File: config.mk
export PLATFORM = sky130hd
export DESIGN_NAME = vend_timer_ctrl
export DESIGN_NICKNAME = d
export VERILOG_FILES = /design/src/rtl/vend_pkg.sv /design/src/rtl/tick_edge_qual.sv /design/src/rtl/vend_timer_ctrl.sv
export SDC_FILE = /design/constraint.sdc
export NUM_CORES = 1
export LEC_CHECK = 0
export BUFFER_PORTS_ARGS = -buffer_cell sky130_fd_sc_hd__buf_2
export CAP_MARGIN = 20
export CORE_AREA = 2 2 48 50
export DETAILED_ROUTE_END_ITERATION = 6
export DIE_AREA = 0 0 50 52
export MAX_ROUTING_LAYER = met4
export PLACE_DENSITY = 0.73
export SLEW_MARGIN = 15
export SYNTH_ARGS = -nofsm -noshare
export SYNTH_HDL_FRONTEND = slang
export SYNTH_SLANG_ARGS = --single-unit
File: constraint.sdc
create_clock -name clk -period 3.5 [get_ports clk]
set_clock_uncertainty 0.15 [all_clocks]
set_input_delay 0.525 -clock clk [delete_from_list [all_inputs] [get_ports clk]]
set_output_delay 0.525 -clock clk [all_outputs]
set_load 0.02 [all_outputs]
File: src/rtl/vend_pkg.sv
// Shared constants for the vending-machine timer controller:
// state encoding, default timing parameters and counter widths.
package vend_pkg;

  typedef enum logic [2:0] {
    IDLE     = 3'd0,
    COLLECT  = 3'd1,
    DISPENSE = 3'd2,
    MSG      = 3'd3,
    REFUND   = 3'd4
  } state_t;

  localparam int SET_MASK_DEF      = 2;
  localparam int REFUND_HALVES_DEF = 2;
  localparam int MSG_HALVES_DEF    = 4;

  localparam int MASK_W  = 4;
  localparam int HALF_W  = 4;
  localparam int SEC_W   = 2;
  localparam int TOCNT_W = 8;

endpackage

File: src/rtl/tick_edge_qual.sv
// Registers the four generator tick levels and emits qualified rise
// strobes, suppressed for SET_MASK cycles after each generator restart.
// Ports: clk, rst, set (restart pulse), tick_* levels in, rise_* out.
module tick_edge_qual
  import vend_pkg::*;
#(
  parameter int SET_MASK = SET_MASK_DEF
) (
  input  logic clk,
  input  logic rst,
  input  logic set,
  input  logic tick_half,
  input  logic tick_1s,
  input  logic tick_3s,
  input  logic tick_5s,
  output logic rise_half,
  output logic rise_1s,
  output logic rise_3s,
  output logic rise_5s
);

  logic [3:0]        tick_q;
  logic [MASK_W-1:0] mask;
  logic              quiet;

  always_ff @(posedge clk or posedge rst) begin
    if (rst) begin
      tick_q <= '0;
      mask   <= '0;
    end else begin
      tick_q <= {tick_5s, tick_3s, tick_1s, tick_half};
      if (set)
        mask <= MASK_W'(SET_MASK);
      else if (mask != '0)
        mask <= mask - 1'b1;
    end
  end

  assign quiet     = (mask == '0);
  assign rise_half = tick_half & ~tick_q[0] & quiet;
  assign rise_1s   = tick_1s   & ~tick_q[1] & quiet;
  assign rise_3s   = tick_3s   & ~tick_q[2] & quiet;
  assign rise_5s   = tick_5s   & ~tick_q[3] & quiet;

endmodule

File: src/rtl/vend_timer_ctrl.sv
// Purchase-flow sequencer driving the time generator (coin timeout,
// refund hold, dispense window, thank-you message). Ports: clk, rst,
// coin_evt/vend_req/cancel pulses, tick_* levels; outputs tg_en, tg_set,
// motor_on, refund, msg_show, coin_reject, busy, state_o.
// Option VEND_TIMER_TIMEOUT_CNT_EN adds timeout_cnt and a 3 s refund guard.
module vend_timer_ctrl
  import vend_pkg::*;
#(
  parameter int SET_MASK      = SET_MASK_DEF,
  parameter int REFUND_HALVES = REFUND_HALVES_DEF,
  parameter int MSG_HALVES    = MSG_HALVES_DEF
) (
  input  logic       clk,
  input  logic       rst,
  input  logic       coin_evt,
  input  logic       vend_req,
  input  logic       cancel,
  input  logic       tick_half,
  input  logic       tick_1s,
  input  logic       tick_3s,
  input  logic       tick_5s,
  output logic       tg_en,
  output logic       tg_set,
  output logic       motor_on,
  output logic       refund,
  output logic       msg_show,
  output logic       coin_reject,
  output logic       busy,
  output logic [2:0] state_o
`ifdef VEND_TIMER_TIMEOUT_CNT_EN
  ,
  output logic [TOCNT_W-1:0] timeout_cnt
`endif
);

  state_t            state, nxt;
  logic [HALF_W-1:0] half_cnt;
  logic              restart, entry;
  logic              rise_half, rise_1s, rise_3s, rise_5s;

  tick_edge_qual #(
    .SET_MASK(SET_MASK)
  ) u_qual (
    .clk      (clk),
    .rst      (rst),
    .set      (tg_set),
    .tick_half(tick_half),
    .tick_1s  (tick_1s),
    .tick_3s  (tick_3s),
    .tick_5s  (tick_5s),
    .rise_half(rise_half),
    .rise_1s  (rise_1s),
    .rise_3s  (rise_3s),
    .rise_5s  (rise_5s)
  );

`ifdef VEND_TIMER_TIMEOUT_CNT_EN
  logic [SEC_W-1:0] sec_cnt;
  logic             to_hit;
`else
  logic             unused_rise_1s;
  assign unused_rise_1s = rise_1s;
`endif

  always_comb begin
    nxt     = state;
    restart = 1'b0;
    unique case (state)
      IDLE:
        if (coin_evt) nxt = COLLECT;
      COLLECT:
        if (cancel)        nxt = REFUND;
        else if (vend_req) nxt = DISPENSE;
        else if (coin_evt) restart = 1'b1;
        else if (rise_5s)  nxt = REFUND;
      DISPENSE:
        if (rise_3s) nxt = MSG;
      MSG:
        if (rise_half &&
            half_cnt == HALF_W'(MSG_HALVES - 1))
          nxt = IDLE;
      REFUND:
        if (rise_half &&
            half_cnt == HALF_W'(REFUND_HALVES - 1))
          nxt = IDLE;
`ifdef VEND_TIMER_TIMEOUT_CNT_EN
        else if (rise_1s && sec_cnt == SEC_W'(2))
          nxt = IDLE;
`endif
      default: nxt = IDLE;
    endcase
  end

  assign entry   = (nxt != state);
  assign state_o = state;

  always_ff @(posedge clk or posedge rst) begin
    if (rst) begin
      state       <= IDLE;
      tg_set      <= 1'b0;
      tg_en       <= 1'b0;
      busy        <= 1'b0;
      motor_on    <= 1'b0;
      refund      <= 1'b0;
      msg_show    <= 1'b0;
      coin_reject <= 1'b0;
      half_cnt    <= '0;
    end else begin
      state       <= nxt;
      tg_set      <= (entry && nxt != IDLE) || restart;
      tg_en       <= (nxt != IDLE);
      busy        <= (nxt != IDLE);
      motor_on    <= (nxt == DISPENSE);
      refund      <= (nxt == REFUND);
      msg_show    <= (nxt == MSG);
      coin_reject <= coin_evt &&
                     (state == DISPENSE ||
                      state == MSG ||
                      state == REFUND);
      if (entry)
        half_cnt <= '0;
      else if (rise_half)
        half_cnt <= half_cnt + 1'b1;
    end
  end

`ifdef VEND_TIMER_TIMEOUT_CNT_EN
  // Only a plain inactivity timeout counts; cancel has priority.
  assign to_hit = (state == COLLECT) && (nxt == REFUND) &&
                  !cancel && !vend_req && !coin_evt;

  always_ff @(posedge clk or posedge rst) begin
    if (rst) begin
      sec_cnt     <= '0;
      timeout_cnt <= '0;
    end else begin
      if (entry)
        sec_cnt <= '0;
      else if (rise_1s && sec_cnt != '1)
        sec_cnt <= sec_cnt + 1'b1;
      if (to_hit && timeout_cnt != '1)
        timeout_cnt <= timeout_cnt + 1'b1;
    end
  end
`endif

endmodule

Yosys cells after proc, flatten, opt, wreduce, memory -nomap -nowiden

Cells that the tools add are included.

Add/sub/neg operators: 2
$mul: 0
Divide/modulo/power cells: 0
$lt $le $gt $ge: 0
Equal/unequal tests: 10
Shift operators: 0
Multiplexer cells: 17
Bitwise gates (word level): 9
Reductions and logical operators: 13

Operator list:

| cell                | number |
|---|---|
| $mux 3              | 8 |
| $mux 4              | 4 |
| $pmux 3 s5          | 1 |
| $eq 3x2->1 const B  | 4 |
| $and 1x1->1         | 6 |
| $eq 3x3->1 const B  | 2 |
| $add 4x1->4 const B | 1 |
| $eq 4x1->1 const B  | 1 |
| $eq 4x2->1 const B  | 1 |
| $logic_and 1x1->1   | 4 |
| $logic_not 4->1     | 1 |
| $mux 1              | 4 |
| $reduce_bool 2->1   | 2 |
| $reduce_bool 4->1   | 1 |
| $sub 4x1->4 const B | 1 |
| $eq 3x1->1 const B  | 1 |
| $logic_not 3->1     | 1 |
| $logic_or 1x1->1    | 3 |
| $ne 3x3->1          | 1 |
| $not 1->1           | 3 |
| $reduce_bool 3->1   | 1 |

Register bits after elaboration: 21
Latch bits: 0
RAM bits: 0
Bits in read-only memories: 0
Output and inout bits: 10
Memories: 0

Depth between registers and ports, before layout

Depth after elaboration: 11
Depth in mapped cells: 7
Depth with buffers taken out: 7

By module

A second synthesis with hierarchy kept.

Cell total of the unflattened synthesis: 96
Area total of the unflattened synthesis: 1,103.6 um^2

By module, submodules not included:

| module          | times used | cells an instance | area each (um^2) | seq. area each (um^2) |
|---|---|---|---|---|
| vend_timer_ctrl | 1          | 65                | 723.2            | 325.3 |
| tick_edge_qual  | 1          | 31                | 380.4            | 200.2 |

Least setup slack after synthesis

No wires, ideal clock.

Path kind: reg2reg
Start point: register state[1] (netlist: state_o[1])
End point: register tg_set
Library setup time: 0.122 ns
Arrival time: 1.854 ns
Required time: 3.228 ns
Setup slack: 1.375 ns
Cell stages (with the launch flop): 7
Period minus slack after synthesis: 2.125 ns
Cells stage by stage: dfrtp_1 > buf_6 > or4b_4 > a311oi_2 > or2b_2 > o211ai_4 > a32o_1

Word-level cells in the longest chain between the ends: 8

RTL lines:

| element                                         | line                                          | source |
|---|---|---|
| from (decl)                                     | vend_timer_ctrl.sv:36                         | `state_t state, nxt;` |
| from (signal assigned)                          | vend_timer_ctrl.sv:109                        | `state <= nxt;` |
| $mux 3                                          | vend_timer_ctrl.sv:75                         | `else if (rise_5s) nxt = REFUND;` |
| $mux 3                                          | vend_timer_ctrl.sv:74                         | `else if (coin_evt) restart = 1'b1;` |
| $mux 3                                          | vend_timer_ctrl.sv:73                         | `else if (vend_req) nxt = DISPENSE;` |
| $mux 3                                          | vend_timer_ctrl.sv:72                         | `if (cancel) nxt = REFUND;` |
| $pmux 3 s5                                      | vend_timer_ctrl.sv:68                         | `unique case (state)` |
| $ne 3x3->1 or $reduce_bool 3->1 (tied branches) | vend_timer_ctrl.sv:94, vend_timer_ctrl.sv:110 |  |
| $logic_and 1x1->1                               | vend_timer_ctrl.sv:110                        | `tg_set <= (entry && nxt != IDLE) \|\| restart;` |
| $logic_or 1x1->1 (*)                            | vend_timer_ctrl.sv:110                        |  |
| to (signal assigned)                            | vend_timer_ctrl.sv:110                        |  |
| to (decl)                                       | vend_timer_ctrl.sv:23                         | `output logic tg_set,` |

Mark *: on every way between the ends. The rest lies on a longest branch, timed or not.
A chain may end at the register's enable or synchronous reset.

Final worst setup path

Start point: register u_qual.mask[0]
End point: register tg_set

Word-level cells in the longest chain between the ends: 10

RTL lines:

| element                                         | line                                          | source |
|---|---|---|
| from (decl)                                     | tick_edge_qual.sv:23                          | `logic [MASK_W-1:0] mask;` |
| from (signal assigned)                          | tick_edge_qual.sv:33                          | `mask <= MASK_W'(SET_MASK);` |
| from (signal assigned)                          | tick_edge_qual.sv:35                          | `mask <= mask - 1'b1;` |
| $logic_not 4->1 (*)                             | tick_edge_qual.sv:39                          | `assign quiet = (mask == '0);` |
| $and 1x1->1                                     | tick_edge_qual.sv:43                          | `assign rise_5s = tick_5s & ~tick_q[3] & quiet;` |
| $mux 3                                          | vend_timer_ctrl.sv:75                         |  |
| $mux 3                                          | vend_timer_ctrl.sv:74                         |  |
| $mux 3                                          | vend_timer_ctrl.sv:73                         |  |
| $mux 3                                          | vend_timer_ctrl.sv:72                         |  |
| $pmux 3 s5 (*)                                  | vend_timer_ctrl.sv:68                         |  |
| $ne 3x3->1 or $reduce_bool 3->1 (tied branches) | vend_timer_ctrl.sv:94, vend_timer_ctrl.sv:110 |  |
| $logic_and 1x1->1 (*)                           | vend_timer_ctrl.sv:110                        |  |
| $logic_or 1x1->1 (*)                            | vend_timer_ctrl.sv:110                        |  |

Marked as above.

==> flow_summary.json <==
{
  "status": "finished, final reports clean",
  "dieWidth_um": 50,
  "pwr-share-clk": 0.115,
  "p_sw_uw": 372,
  "initial_core_util": 0.477,
  "clock_path_buffers": 2,
  "drive_gt1_frac": 0.276,
  "cp-startpoint": "u_qual.mask[0]$_DFFE_PP0P_",
  "ys.flop_type": "dfrtp_1",
  "r2r_setup_slack_ns": 1.21,
  "cp.required_ns": 3.59,
  "dp.cells": 130,
  "cts_tree": "done",
  "yosysSeqAreaShare": 0.498,
  "grt_usage": 0.160,
  "dieArea_um2": 2600,
  "synth_area_per_cell_um2": 11.4,
  "grt_pass1_wl_um": 2990,
  "drtIter0Drc": 15,
  "slowest_stage": "nor3b_4",
  "cp_max_fo": 10,
  "antenna_left": 0,
  "cp.arrival_ns": 2.38,
  "vias_per_cell": 5.23,
  "worst-setup-path-type": "flop to flop",
  "crit_family": "simple AND/OR/NAND/NOR gates",
  "setup_viol": 0,
  "fillers": 193,
  "synth_nets": 101,
  "cts.repair.resized": 0,
  "pwr_density_cell_nw_per_um2": 800,
  "io_pins": 19,
  "cp-start-kind": "flop",
  "area_growth_pct": 11.8,
  "fin_setup_tns_ns": 0,
  "swShare": 0.414,
  "cts_root_buf": "clkbuf_4",
  "h-tree-depth": 1,
  "stdcell_count": 133,
  "cts_buffers": 3,
  "internal_power_uw": 527,
  "globalRouteOverflowTotal": 0,
  "route.final.wire_length_um": 1660,
  "maxSlewViolCount": 0,
  "post_cts_buffers": 0,
  "hold_viol": 0,
  "crit_buf_inv": 1,
  "dp_hpwl_um": 1240,
  "port_buffers": 17,
  "power.leakage_uw": 0.000548,
  "clk_latency_ns": 0.29,
  "vias": 695,
  "clock_sinks": 20,
  "yosysWarnings": 0,
  "synth_cell_type_count": 40,
  "grt_pass1_vias": 691,
  "clk_pin_slew_ns": 0.10,
  "drc": 0,
  "final_common_cell": "dfrtp_1",
  "max_stage_delay_ns": 0.45,
  "ys_seq_elements": 20,
  "wire_per_inst_um": 12.5,
  "worst_hold_slack_ns": 0.184,
  "worstMarginPinSlew_ns": 0.728,
  "syn-cell-area_um2": 1000,
  "antenna_found_initial": 0,
  "worstReg2RegStart": "u_qual.mask[0]$_DFFE_PP0P_",
  "min_period_ns": 2.29,
  "finalNetCount": 120,
  "place_congestion": 0.879,
  "die_height_um": 52,
  "drv_cap": 0,
  "firstDrtPassIters": 4,
  "insertedDiodeCount": 0,
  "combPwrFrac": 0.474,
  "hold_buffers": 0,
  "crit_chain": "inv_1 > ha_1 > nor3b_4 > a311oi_2 > or2b_2 > o211ai_4 > a32o_1",
  "core_um2": 2110,
  "slew_headroom": 0.514,
  "rows": 17,
  "rsz0062_at_grt": "false",
  "ir_drop_mv": 0.363,
  "grt_max_degree": 21,
  "period_share": 0.653,
  "synthCells": 88,
  "async_flop_share": 1.00,
  "end_kind": "flop",
  "synth-edff-count": 0,
  "pwr-share-seq": 0.411,
  "fmaxAchievable_mhz": 437,
  "mostFrequentLayoutCells": "dfrtp_1, buf_2, nor2_1",
  "hold_class": "input pin to asynchronous set/reset pin"
}
==> logic make-up (layout without fill, tap and decap cells) <==
logic type               after synthesis  count (layout)  share of synthesized area
AO/OA/AOI/OAI                         14              14                      0.125
XOR/XNOR                               5               5                     0.0436
adder cells (fa/ha/maj)                4               4                     0.0498
buffers and inverters                  9              26                     0.0461
flip-flops                            20              20                      0.498
multiplexers                           2               2                     0.0212
AND/OR/NAND/NOR                       34              34                      0.217
==> power by group through the flow <==
stage / Sequential (µW) / Clock [µW] / Combinational [µW]
6_report: 370 / 103 / 426
5_1_grt: 385 / 121 / 484
4_1_cts: 369 / 109 / 432
3_5_place_dp: 374 / 0 / 430
3_3_place_gp: 372 / 0 / 421
2_1_floorplan: 406 / 0 / 309
==> synth_stat cells (2+ instances only) <==
| master | instances | area share |
|---|---|---|
| dfrtp_1 | 20 | 0.50 |
| nor2_1 | 11 | 0.041 |
| inv_1 | 6 | 0.022 |
| ha_1 | 4 | 0.050 |
| and3_1 | 3 | 0.019 |
| nor4b_1 | 3 | 0.026 |
| xnor2_1 | 3 | 0.026 |
| a31oi_1 | 2 | 0.012 |
| nand4_1 | 2 | 0.012 |
| nor3_1 | 2 | 0.010 |
| o211ai_1 | 2 | 0.015 |
| xor2_1 | 2 | 0.017 |
==> sequential cells by signal (all words and copies together) (netlist names), 3 cells and up <==
register / count
u_qual.tick_q: 3
half_cnt: 4
state_o: 3
u_qual.mask: 4
==> worst register-to-register path: cells and delay by family (launching register included) <==
family,cells,cell delay [ns]
AOI/OAI and AO/OA,3,0.60
adders and majority gates,1,0.18
buffers and inverters,1,0.10
DFF,1,0.38
and+or+nand+nor,2,0.82
==> worst paths after layout <==
kind,to,cells after the start
worst max-delay path,tg_set$_DFF_PP0_,7
worst min-delay path,tg_set$_DFF_PP0_,2
worst max register to register,tg_set$_DFF_PP0_,7
worst min register to register,u_qual.mask[3]$_DFFE_PP0P_,1
max in group asynchronous,msg_show$_DFF_PP0_,2
min in group clk,u_qual.tick_q[2]$_DFF_PP0_,1
==> per-stage QoR <==
step                worst slack [ns]  total power (µW)   util  area, µm²
CTS                             1.17               910  0.534       1120
detailed placement              1.20               804  0.523       1100
global route                    1.04               991  0.534       1120
finish                          1.21               899  0.534       1120
global placement                1.23               793  0.523       1100
floorplan                       1.37               715      -       1000
==> layer usage <==
layer	part of all wire	vias up	track usage
met5	0	-	-
met4	0.0072	0	0.0556
met3	0.051	2	0.0575
met2	0.49	19	0.243
met1	0.45	323	0.197
li1	-	351	-
==> layout make-up <==
class / count / area [µm²] / area share
Sequential cell: 20 / 500 / 0.445
Clock buffer: 3 / 22.5 / 0.0200
Multi-Input combinational cell: 59 / 458 / 0.408
Timing Repair Buffer: 17 / 85.1 / 0.0757
Inverter: 6 / 22.5 / 0.0200
Tap cell: 28 / 35.0 / 0.0312
No activity file was read; power rests on OpenSTA's default activity.
